### src/rtl/nids_result_queue.sv
// nids_result_queue: tagged FIFO of classification results, drained over an Avalon-style slave,
// with total/attack/drop counters and a level-threshold interrupt.
module nids_result_queue #(
    parameter int DEPTH      = 16,
    parameter int DATA_WIDTH = 32,
    parameter int SEQ_WIDTH  = 16
) (
    input  logic                  clk,
    input  logic                  rst,
    input  logic                  res_valid,
    input  logic                  res_attack,
    input  logic [DATA_WIDTH-1:0] res_major,
    input  logic [DATA_WIDTH-1:0] res_minor,
    input  logic [3:0]            avs_address,
    input  logic                  avs_read,
    input  logic                  avs_write,
    input  logic [31:0]           avs_writedata,
    output logic [31:0]           avs_readdata,
    output logic                  irq
);
    localparam int AW = $clog2(DEPTH);
    localparam logic [AW:0] LVL_FULL = (AW+1)'(DEPTH);

    logic [SEQ_WIDTH-1:0]  mem_seq_q [DEPTH];
    logic                  mem_att_q [DEPTH];
    logic [DATA_WIDTH-1:0] mem_maj_q [DEPTH];
    logic [DATA_WIDTH-1:0] mem_min_q [DEPTH];

    logic [AW-1:0]        wr_ptr_q, wr_ptr_d, rd_ptr_q, rd_ptr_d;
    logic [AW:0]          level_q, level_d;
    logic [SEQ_WIDTH-1:0] seq_q, seq_d;
    logic [31:0]          total_q, total_d, attack_q, attack_d, drop_q, drop_d;
    logic                 ovf_q, ovf_d, irq_en_q, irq_en_d, irq_q, irq_d;
    logic [15:0]          thresh_q, thresh_d;
    logic [31:0]          readdata_q, readdata_d, rd_mux;

    logic ctrl_wr, pop_req, flush, clr, empty, full, pop, push, drop;
    logic [15:0] head_seq;
    logic head_att;
    logic [31:0] head_maj, head_min;
    logic unused_wd;

    assign unused_wd = ^avs_writedata[31:16];

    always_comb begin
        ctrl_wr  = avs_write && avs_address == 4'd8;
        pop_req  = avs_write && avs_address == 4'd4;
        flush    = ctrl_wr & avs_writedata[2];
        clr      = ctrl_wr & avs_writedata[1];
        empty    = level_q == '0;
        full     = level_q == LVL_FULL;
        pop      = pop_req & ~empty & ~flush;
        // flush discards the queue but still accepts a coincident result as the sole entry
        push     = res_valid & (flush | ~full | pop);
        drop     = res_valid & ~push;
        wr_ptr_d = wr_ptr_q + AW'(push);
        rd_ptr_d = flush ? wr_ptr_q : rd_ptr_q + AW'(pop);
        level_d  = flush ? (AW+1)'(res_valid) : level_q + (AW+1)'(push) - (AW+1)'(pop);
        seq_d    = seq_q + SEQ_WIDTH'(res_valid);
        total_d  = clr ? '0 : total_q + 32'(res_valid && total_q != '1);
        attack_d = clr ? '0 : attack_q + 32'(res_valid && res_attack && attack_q != '1);
        drop_d   = clr ? '0 : drop_q + 32'(drop && drop_q != '1);
        ovf_d    = ~clr & (ovf_q | drop);
        irq_en_d = ctrl_wr ? avs_writedata[0] : irq_en_q;
        thresh_d = (avs_write && avs_address == 4'd9) ? avs_writedata[15:0] : thresh_q;
        irq_d    = irq_en_q & (thresh_q != '0) & (16'(level_q) >= thresh_q);
    end

    always_comb begin
        head_seq = empty ? '0 : 16'(mem_seq_q[rd_ptr_q]);
        head_att = ~empty & mem_att_q[rd_ptr_q];
        head_maj = empty ? '0 : 32'(mem_maj_q[rd_ptr_q]);
        head_min = empty ? '0 : 32'(mem_min_q[rd_ptr_q]);
        case (avs_address)
            4'd0:    rd_mux = {13'b0, ovf_q, full, empty, 16'(level_q)};
            4'd1:    rd_mux = {head_seq, 15'b0, head_att};
            4'd2:    rd_mux = head_maj;
            4'd3:    rd_mux = head_min;
            4'd5:    rd_mux = total_q;
            4'd6:    rd_mux = attack_q;
            4'd7:    rd_mux = drop_q;
            4'd8:    rd_mux = {31'b0, irq_en_q};
            4'd9:    rd_mux = {16'b0, thresh_q};
            default: rd_mux = '0;
        endcase
        readdata_d = avs_read ? rd_mux : readdata_q;
    end

    always_ff @(posedge clk) begin
        if (push) begin
            mem_seq_q[wr_ptr_q] <= seq_q;
            mem_att_q[wr_ptr_q] <= res_attack;
            mem_maj_q[wr_ptr_q] <= res_major;
            mem_min_q[wr_ptr_q] <= res_minor;
        end
    end

    always_ff @(posedge clk) begin
        if (rst) begin
            wr_ptr_q   <= '0;
            rd_ptr_q   <= '0;
            level_q    <= '0;
            seq_q      <= '0;
            total_q    <= '0;
            attack_q   <= '0;
            drop_q     <= '0;
            ovf_q      <= 1'b0;
            irq_en_q   <= 1'b0;
            thresh_q   <= '0;
            readdata_q <= '0;
            irq_q      <= 1'b0;
        end else begin
            wr_ptr_q   <= wr_ptr_d;
            rd_ptr_q   <= rd_ptr_d;
            level_q    <= level_d;
            seq_q      <= seq_d;
            total_q    <= total_d;
            attack_q   <= attack_d;
            drop_q     <= drop_d;
            ovf_q      <= ovf_d;
            irq_en_q   <= irq_en_d;
            thresh_q   <= thresh_d;
            readdata_q <= readdata_d;
            irq_q      <= irq_d;
        end
    end

    assign avs_readdata = readdata_q;
    assign irq          = irq_q;
endmodule

### config.mk
export PLATFORM = sky130hd
export DESIGN_NAME = nids_result_queue
export DESIGN_NICKNAME = d
export VERILOG_FILES = /design/src/rtl/nids_result_queue.sv
export SDC_FILE = /design/constraint.sdc
export NUM_CORES = 1
export LEC_CHECK = 0
export BUFFER_PORTS_ARGS = -buffer_cell sky130_fd_sc_hd__buf_2
export CAP_MARGIN = 20
export CORE_MARGIN = 4
export CORE_UTILIZATION = 40
export CTS_CLUSTER_SIZE = 16
export DETAILED_ROUTE_END_ITERATION = 12
export GPL_TIMING_DRIVEN = 0
export PLACE_DENSITY = 0.56
export SLEW_MARGIN = 20
export SYNTH_ARGS = -nofsm -noshare
export SYNTH_HDL_FRONTEND = slang
export SYNTH_SLANG_ARGS = --single-unit
### constraint.sdc
create_clock -name clk -period 10.3 [get_ports clk]
set_input_delay 1.03 -clock clk [delete_from_list [all_inputs] [get_ports clk]]
set_output_delay 1.03 -clock clk [all_outputs]
set_load 0.01 [all_outputs]
==> flow_summary.ini <==
[critical_path]
worstPathCellList = buf_2 -> buf_4 -> nor2b_1 -> a21oi_1 -> o21a_1 -> nand2b_1 -> inv_1 -> nand3b_1 -> nor3_2 -> buf_4 -> buf_6 -> buf_4 -> buf_4 -> buf_4 -> buf_4
path_common_cell = buf_4
arrival_ns = 4.80
reg2reg_to = mem_maj_q[1][5]$_DFFE_PP_
crit_required_ns = 10.79
end_kind = register
cp_num_buf_inv = 9
critPathLaunchType = input pin
cp_max_fo = 10
r2r_slack_ns = 6.10
r2r-start = level_q[2]$_SDFF_PP0_
cp_slowest_cell = nor3_2
critical_path_class = in -> reg
reg2reg_depth = 15
crit_family = buffers and inverters
max_stage_delay_ns = 0.64

[floorplan]
row_count = 139
chipWidth_um = 389
die_h_um = 389
io_pins = 139
core_sq_um = 144000
start_util_pct = 40.3
dieArea_sq_um = 151000

[clock_tree]
holdBufCountCts = 0
htreeDepth = 4
clk_latency_ns = 0.78
cts_buffers = 153
clk_path_buf_depth = 3
cts_root_buffer = clkbuf_16
cts-resized-gates = 0
clk_pin_slew_ns = 0.06
cts_setup_buffers = 0
cts_tree = done
cts_num_sinks = 1472

[hold_path]
whs_path_depth = 2
min_from = thresh_q[4]$_SDFFE_PP0P_
hold_class = reg -> reg
holdPathEnd = thresh_q[4]$_SDFFE_PP0P_

[pwr]
ir_drop_mv = 0.128
power.total_mw = 13.1
p_leak_nw = 22.3
pwr_density_cell_nw_per_um2 = 191

[grt]
track_usage_pct = 24.1
grt_pass1_vias = 31928
grt_max_degree = 22
grt_overflow_total = 0
antenna_found_initial = 29
grt_pass1_wl_um = 255000

[timing]
worstMarginPinSlew_ns = 1.20
maxSlewViolCount = 0
rsz0062_at_grt = no
finalHoldViolations = 0
final.setup.worst_slack_ns = 6.00
min_period_ns = 4.30
setup_viol = 0
slew_headroom_pct = 19.5
clock_skew_ns = 0.0267
fin_crit_sh_pct = 41.8
timing.fmax_mhz = 232
setup_tns_ns = 0
holdWs_ns = 0.477

[final_layout]
fin_util_pct = 47.6
fin_cells = 5628
final_cell_mix = edfxtp_1 (1296), mux4_2 (320), buf_2 (215), nand2_1 (205), dfxtp_1 (176)
finish.instance_area_sq_um = 68500
syn_to_final_growth_pct = 18.0
final_nets = 3722
mostFrequentLayoutCell = edfxtp_1
drive_gt1_share_pct = 27.7
fillers = 12073

[synthesis]
synth_enable_flop_cells = 1296
synth.distinct_cells = 81
synth_area_per_cell_sq_um = 18.5
postSynthCellCount = 3128
syn_area_sq_um = 58000
synth_area_leaders = edfxtp_1 (67%), mux4_2 (12%), dfxtp_1 (6.1%)
synth_nets = 3258
ys_seq_elements = 1472
yosys_warnings = 0
async_reset_ff_share_pct = 0
ys_seq_area_share_pct = 73.2
ys.flop_type = edfxtp_1
netlist.top_cell.by_area = edfxtp_1
synth_top_area_share_pct = 67.1

[placement]
dp_slack_ns = 5.25
port_buffers = 121
placed_cells = 5340
postPlaceCellArea_sq_um = 63400
place_congestion = 0.849
dp_hpwl_um = 130000

[drt]
drt-total-wl_um = 184000
ant_nets = 0
drt_iter0_drc = 4201
drc = 0
first_pass_iters = 6
avgRoutedWirePerCell_um = 32.6
num_vias = 32861
via_per_inst = 5.84

[flow_run]
drv_cap = 0

[status]
status = complete, no violations
## logic make-up after synthesis
logic type	after synthesis	synth area share (%)
adders and majority gates	24	0.531
and+or+nand+nor	660	5.66
muxes	391	13.8
DFF	1472	73.2
xor gates and xnor gates	106	1.60
buffers and inverters	179	1.82
AOI/OAI and AO/OA	296	3.47
## power by group
part	internal (mW)	switching, mW
Sequential	6.64	0.0509
Combinational	0.308	0.534
Clock	3.21	2.34
Total	10.2	2.93
## state kept, by name, indices dropped and copies added (netlist names), 4 cells and up
signal and flops:
attack_q 32, avs_readdata 32, drop_q 32, level_q 5, mem_att_q 16, mem_maj_q 512, mem_min_q 512, mem_seq_q 256
rd_ptr_q 4, seq_q 16, thresh_q 16, total_q 32, wr_ptr_q 4
## Yosys cell counts, types with 12 or more instances
cell      count
mux4_2      320
mux2_2       33
buf_2        47
inv_1        17
nor2_1      146
a21oi_1      72
nand4_1      41
dfxtp_1     176
nand2_1     205
a22oi_1      72
nor4_1       20
and3_1       26
ha_1         23
edfxtp_1   1296
xor2_1       80
nand3_1      89
clkbuf_1     50
buf_4        33
nor3_1       23
o21ai_0      46
a22o_1       21
and2_1       12
a221oi_1     18
nor2b_1      20
buf_6        19
and4_1       20
xnor2_1      26
mux2i_1      36
## worst max path at each step
stage	from	end	slack [ns]	cells past startpoint
after floorplan	avs_address[2]	mem_att_q[12]$_DFFE_PP_	0.04	6
after global placement	avs_address[2]	mem_min_q[8][24]$_DFFE_PP_	-12.28	7
after detailed placement	avs_address[2]	mem_min_q[1][24]$_DFFE_PP_	5.25	15
after CTS	avs_address[2]	mem_maj_q[1][5]$_DFFE_PP_	6.08	15
after global routing	avs_address[2]	mem_maj_q[1][5]$_DFFE_PP_	5.88	15
final	avs_address[2]	mem_maj_q[1][5]$_DFFE_PP_	6.00	15
## area by class of cell
type | instances | area (sq um) | share of cell area (%)
Multi-Input combinational cell | 1477 | 14700 | 21.5
Tap cell | 1903 | 2380 | 3.48
Clock inverter | 78 | 847 | 1.24
Inverter | 17 | 63.8 | 0.0932
Sequential cell | 1472 | 42400 | 62.0
Buffer | 162 | 995 | 1.45
Clock buffer | 200 | 4150 | 6.07
Timing Repair Buffer | 309 | 2860 | 4.17
Antenna cell | 10 | 25.0 | 0.0366
## layer usage
layer	part of all wire [%]	global-route usage, %	up-vias
li1	-	-	13615
met1	41	33.4	17354
met2	48	38.5	1577
met3	8.2	5.00	305
met4	3.4	7.87	10
met5	0.036	0	-
## worst reg2reg max path: stages (launching register included)
cell	delay [ns]
dfxtp_1	0.41
inv_1	0.10
ha_1	0.22
nand2_1	0.07
nor3_1	0.07
o21a_1	0.19
nand2b_1	0.33
inv_1	0.22
nand3b_1	0.33
nor3_2	0.64
buf_4	0.34
buf_6	0.19
buf_4	0.22
buf_4	0.20
buf_4	0.21
buf_4	0.19
Note: power is estimated with default switching activity, not from simulation.
